==> src/rtl/serial_sub_pkg.sv <==
// Shared definitions for the bit-serial subtractor: FSM state encoding and default width.
package serial_sub_pkg;

    typedef enum logic [1:0] {
        IDLE  = 2'd0,
        SHIFT = 2'd1,
        DONE  = 2'd2
    } state_t;

    localparam int DEFAULT_WIDTH = 8;

endpackage

==> src/rtl/serial_sub_half_sub.sv <==
// Half subtractor cell, x - y: difference bit and borrow-out.
module half_sub (
    input  logic x,
    input  logic y,
    output logic d,
    output logic bo
);

    assign d  = x ^ y;
    assign bo = ~x & y;

endmodule

==> src/rtl/serial_sub.sv <==
// Bit-serial unsigned subtractor: LSB-first, one bit per clock, valid/ready on both sides.
//
//   state | meaning
//   IDLE  | waiting for operands, in_ready=1
//   SHIFT | one difference bit produced per edge, WIDTH edges total
//   DONE  | result presented with out_valid=1 until out_ready
module serial_sub
    import serial_sub_pkg::*;
#(
    parameter int WIDTH = DEFAULT_WIDTH
) (
    input  logic             clk,
    input  logic             rst,
    input  logic             in_valid,
    output logic             in_ready,
    input  logic [WIDTH-1:0] a,
    input  logic [WIDTH-1:0] b,
    output logic             out_valid,
    input  logic             out_ready,
    output logic [WIDTH-1:0] diff,
    output logic             borrow
);

    localparam int CNT_W = $clog2(WIDTH + 1);
    localparam logic [CNT_W-1:0] LAST_BIT = CNT_W'(WIDTH - 1);

    state_t            state;
    state_t            state_next;
    logic [WIDTH-1:0]  a_shift;
    logic [WIDTH-1:0]  b_shift;
    logic [WIDTH-1:0]  result;
    logic              borrow_flop;
    logic [CNT_W-1:0]  bit_cnt;

    logic d0;
    logic bo0;
    logic bit_diff;
    logic bo1;
    logic bout;

    // Full subtractor: (a0 - b0) first, then subtract the incoming borrow.
    half_sub u_hs_ab (
        .x  (a_shift[0]),
        .y  (b_shift[0]),
        .d  (d0),
        .bo (bo0)
    );

    half_sub u_hs_bin (
        .x  (d0),
        .y  (borrow_flop),
        .d  (bit_diff),
        .bo (bo1)
    );

    assign bout = bo0 | bo1;

    always_ff @(posedge clk) begin
        if (rst) begin
            state <= IDLE;
        end else begin
            state <= state_next;
        end
    end

    always_comb begin
        state_next = state;
        in_ready   = 1'b0;
        out_valid  = 1'b0;
        case (state)
            IDLE: begin
                in_ready = 1'b1;
                if (in_valid) begin
                    state_next = SHIFT;
                end
            end
            SHIFT: begin
                if (bit_cnt == LAST_BIT) begin
                    state_next = DONE;
                end
            end
            DONE: begin
                out_valid = 1'b1;
                if (out_ready) begin
                    state_next = IDLE;
                end
            end
            default: state_next = IDLE;
        endcase
    end

    // Result register is left untouched on accept so the previous answer stays visible in IDLE.
    always_ff @(posedge clk) begin
        if (rst) begin
            a_shift     <= '0;
            b_shift     <= '0;
            result      <= '0;
            borrow_flop <= 1'b0;
            bit_cnt     <= '0;
        end else begin
            case (state)
                IDLE: begin
                    if (in_valid) begin
                        a_shift     <= a;
                        b_shift     <= b;
                        borrow_flop <= 1'b0;
                        bit_cnt     <= '0;
                    end
                end
                SHIFT: begin
                    result      <= {bit_diff, result[WIDTH-1:1]};
                    a_shift     <= a_shift >> 1;
                    b_shift     <= b_shift >> 1;
                    borrow_flop <= bout;
                    bit_cnt     <= bit_cnt + CNT_W'(1);
                end
                default: begin
                end
            endcase
        end
    end

    assign diff   = result;
    assign borrow = borrow_flop;

endmodule

==> config.mk <==
export PLATFORM = sky130hd
export DESIGN_NAME = serial_sub
export DESIGN_NICKNAME = d
export VERILOG_FILES = /design/src/rtl/serial_sub_pkg.sv /design/src/rtl/serial_sub_half_sub.sv /design/src/rtl/serial_sub.sv
export SDC_FILE = /design/constraint.sdc
export NUM_CORES = 1
export LEC_CHECK = 0
export ABC_AREA = 1
export BUFFER_PORTS_ARGS = -buffer_cell sky130_fd_sc_hd__buf_2
export CAP_MARGIN = 20
export CORE_ASPECT_RATIO = 1.75
export CORE_UTILIZATION = 30
export CTS_BUF_LIST = sky130_fd_sc_hd__clkbuf_16
export CTS_CLUSTER_DIAMETER = 40
export CTS_CLUSTER_SIZE = 14
export DETAILED_ROUTE_END_ITERATION = 10
export PLACE_DENSITY = 0.48
export REMOVE_ABC_BUFFERS = 1
export SETUP_SLACK_MARGIN = 0.3
export SLEW_MARGIN = 10
export SYNTH_ARGS = -nofsm -noshare
export SYNTH_HDL_FRONTEND = slang
export SYNTH_SLANG_ARGS = --single-unit
==> constraint.sdc <==
create_clock -name clk -period 1.1 [get_ports clk]
set_input_delay 0.055 -clock clk [delete_from_list [all_inputs] [get_ports clk]]
set_output_delay 0.055 -clock clk [all_outputs]
set_load 0.01 [all_outputs]
* Word level (Yosys, flattened, before mapping) *
Cells that the tools add are included.
W data, S select, Z words.

word-level totals
  bits in latches = 0
  memories = 0
  logic and storage cells = 38
  bits in writable memories = 0
  bits in registers = 31
  ROM bits = 0
  bits of input ports = 20
  output and inout port bits = 11

operators by class
  equality and inequality tests = 6
  div/mod/pow operators = 0
  shift operators = 0
  mux-type cells = 14
  bitwise operators = 7
  multiply operators = 0
  add/subtract/negate cells = 1
  order comparisons = 0
  reductions and logical operators = 4

operators by type and width
  kind                   number
  $pmux W8 S2            2
  $mux W8                2
  $pmux W4 S2            1
  $mux W2                3
  $ne A2 B2 Y1 const B   3
  $pmux W2 S3            1
  $add A4 B1 Y4 const B  1
  $eq A4 B3 Y1 const B   1
  $mux W4                1
  $mux W1                3
  $reduce_and A3 Y1      1
  $and A1 B1 Y1          2
  $eq A2 B1 Y1 const B   1
  $eq A2 B2 Y1 const B   1
  $logic_not A2 Y1       1
  $not A1 Y1             2
  $pmux W1 S2            1
  $reduce_and A2 Y1      1
  $reduce_bool A2 Y1     1
  $xor A1 B1 Y1          2
  $or A1 B1 Y1           1

* Longest topological paths before layout *
  word-level depth = 5
  depth in mapped cells = 7
  gate-level depth less buffers = 7

* Modules after synthesis *
Synthesis repeated with hierarchy kept, for this count alone.

unflattened totals
  cells, all modules = 208
  area total of the unflattened synthesis = 1433.9 um2

by module, submodules not included
  module      area each (um2)  cells each  times used
  serial_sub  1393.8           202         1
  half_sub    20.0             3           2

* Worst setup path before layout *
No wires, ideal clock.

  path type = register to register
  start = register state[1]
  end = register a_shift[0]
  clock period less this slack = 1079 ps
  cell stages (with the launch flop) = 7
  buffers on the path = 1
  slack = 21 ps
  arrival = 1023 ps
  cell sequence = dfxtp_1 > nor2_4 > buf_2 > nand3_1 > nand3_1 > nand2_1 > inv_1

between the ends
  cells in the longest elaborated chain, start to end = 3
  elaborated cells on any way between the ends = 6

RTL lines
  what                                                          RTL line           source
  start, declared                                               serial_sub.sv:27   state_t state;
  start signal, assigned                                        serial_sub.sv:62   state <= state_next;
  $eq A2 B1 Y1 or $logic_not A2 Y1 (tied branches)              serial_sub.sv:101  case (state)
  $reduce_bool A2 Y1 (no line) or $ne A2 B2 Y1 (tied branches)  -
  $reduce_and A2 Y1 (no line)                                   -
  end signal, assigned                                          serial_sub.sv:112  a_shift <= a_shift >> 1;
  end, declared                                                 serial_sub.sv:29   logic [WIDTH-1:0] a_shift;

Several ways; a longest one is shown, not always the timed one.
A chain may end at the register's enable or synchronous reset.

* Final worst setup path *
  start = register state[1]
  end = output in_ready

between the ends
  cells in the longest elaborated chain, start to end = 2

RTL lines
  what              RTL line          source
  $logic_not A2 Y1  serial_sub.sv:70  case (state)
  $mux W1           serial_sub.sv:70
  end, declared     serial_sub.sv:15  output logic in_ready,

No other way between the ends.

==> metrics.txt <==
vias in the first global route=1474; failing checks=setup timing; TritonCTS clock tree=done; pin count of the biggest net entering global routing=20; Area contributors post-synth=dfxtp_1, nand3_1, nand2_1; share of layout cells above drive strength 1=44.4%; Yosys Warn Count=0; Core Box Area=0.00448 mm²; worst-margin pin slew=223 ps; antenna violations before repair=0; post-route setup TNS=-827 ps; first-pass GRT wire length=6680 µm; kind of critical path=flop to output pin; die span in y=approximately 93 µm; Vias=around 1500; GPL Wtd Cong=0.710; Iteration-0 DRC Markers=19; fillers=436; final period utilization=108%; HPWL Detailed=between 2000 and 2500 µm; Fmax=around 840 MHz; relative slew slack=85.2%; CP Data Required Time=about 1000 ps; CTS buffer count=5; Max FO, Critical Path=5; final hold viol count=0; area leader, netlist=dfxtp_1; n_diodes=0; worst-path cell chain=buf_6 > nor2_4 > buf_12 > buf_6; P&R area growth vs syn=61.7%; Final setup viols=22; CP max-delay cell=dfxtp_4; CTS Hold Bufs=0; clk_skew=4.61 ps; Seq/Total Area, Yosys=43.3%; die area=0.00507 mm²; CTS root buffer=clkbuf_16; Sink Count=31; most common cell in the netlist=nand2_1; final antenna-violating net count=0; drt total wl=3920 µm; Most Frequent Cell on Critical Path=buf_6; crit end category=output pin; Post-synth EDFFs=0; FFs w/ async S/R, synth=0%; commonest cells in the synthesized netlist=nand2_1, nor2_1, nand3_1; Netlist cell types=19; Slew Viols, Final=0; CTS H-tree depth=2; drt drc=0; Synth top area share=43.3%; initial core utilization=a little under a third; RSZ-0062 raised after global routing=yes; Die X=54.2 µm; GRT Overall Usage=18.3%; Seq cells post-synth=31; Syn Inst Count=approximately 200; via/cell ratio=4.77; clock latency on the worst-skew pair=~270 ps; Worst setup SP type=flop; power density cells=1510 mW/mm²; min-delay worst type=primary input to flop; Tot Pwr=3510 µW; outcome=finished, violations left; fin nets=282; crit path buf inv count=3; Synth Cell Area=0.00143 mm²; CP delay by family, top=flip-flops; CP arrival=1130 ps; maximum buffer depth of the clock tree=2; Critical Path Max Stage Delay=360 ps; Setup WS post-layout=-84.8 ps; IO Port Bufs=30; Max-Cap Viols=0; syn avg cell area=around 7.1 µm²; clock slew at reported path FFs=50 ps; Ports=31; row count=32; Final min period=1180 ps; Overflow after GRT=0; TritonRoute pass-1 iters=4; Static Leak=roughly 0.0011 µW; Hold WS=36.0 ps; Most used DFF post-synth=dfxtp_1; WL per Instance=12.7 µm; VDD IR max=0.00147 V
[registers in the layout (all words and copies together), names as in the netlist]
name,flops
diff,8
bit_cnt,4
a_shift,8
b_shift,8
borrow,1
state,2
[layer usage]
layer  track usage, %  vias up  routed length [µm]
met4             6.41        0                  61
met5                0        -                   0
met1             18.7      690                1540
met2             34.1       29                2190
met3             3.90        5                 128
li1                 -      756                   -
[power breakdown]
group	total, µW	switching (µW)	internal, µW
registers	1290	66.1	1230
logic	964	468	496
clock network	1250	447	801
total	3510	981	2530
[layout by cell type, fill, tap and decap left out, drive strengths merged, types with 5 or more instances in the layout]
master,Yosys,routed
dfxtp,31,31
inv,22,23
nand3,33,33
clkbuf,2,5
buf,7,57
a21oi,10,10
o21ai,11,11
nor2,39,39
nand2,46,48
[worst register-to-register path: stages, from the launching register on]
cell and delay (ps):
dfxtp_4 360, buf_6 120, nor2_4 170, buf_12 130
buf_16 120, nand2_2 50, nand3_2 60, nand2_1 40
inv_1 50
[path summary, 6_finish.rpt]
check                   from          to  slack [ps]  cells after the start
hold / removal          b[7]  b_shift[7]          40                      3
hold reg to reg   a_shift[7]  a_shift[7]         460                      2
setup / recovery    state[1]    in_ready         -80                      4
setup reg to reg    state[1]  b_shift[4]         -70                      8
[metrics by stage]
stage	instances	util (%)	instance area (µm²)	worst slack [ps]
after floorplan	194	-	1370	-214
after global placement	291	39.1	1750	-41.0
after detailed placement	291	39.1	1750	-47.4
after CTS	309	47.7	2140	-58.2
after global routing	310	51.7	2320	-129
final	310	51.7	2320	-84.8
[area by class of cell]
cell class	instances	area, µm²	area share (%)
Clock buffer	5	125	5.40
Clock inverter	1	3.75	0.162
Inverter	22	95.1	4.10
Multi-Input combinational cell	143	841	36.3
Sequential cell	31	637	27.5
Tap cell	51	63.8	2.75
Timing Repair Buffer	57	552	23.8
[repair_timing]
item	4_1_cts	5_1_grt
setup buffers	8	1
gates cloned	4	0
pin swaps	7	10
gates resized for setup	35	40
endpoints found under the setup margin	40	41
[cells by family after synthesis]
| family | count (synthesis) | share of synthesized area (%) |
|---|---|---|
| and+or+nand+nor | 118 | 36.6 |
| buffers and inverters | 31 | 10.2 |
| DFF | 31 | 43.3 |
| AOI/OAI and AO/OA | 21 | 7.60 |
| adders and majority gates | 2 | 2.27 |
No activity file was read; power rests on OpenSTA's default activity.
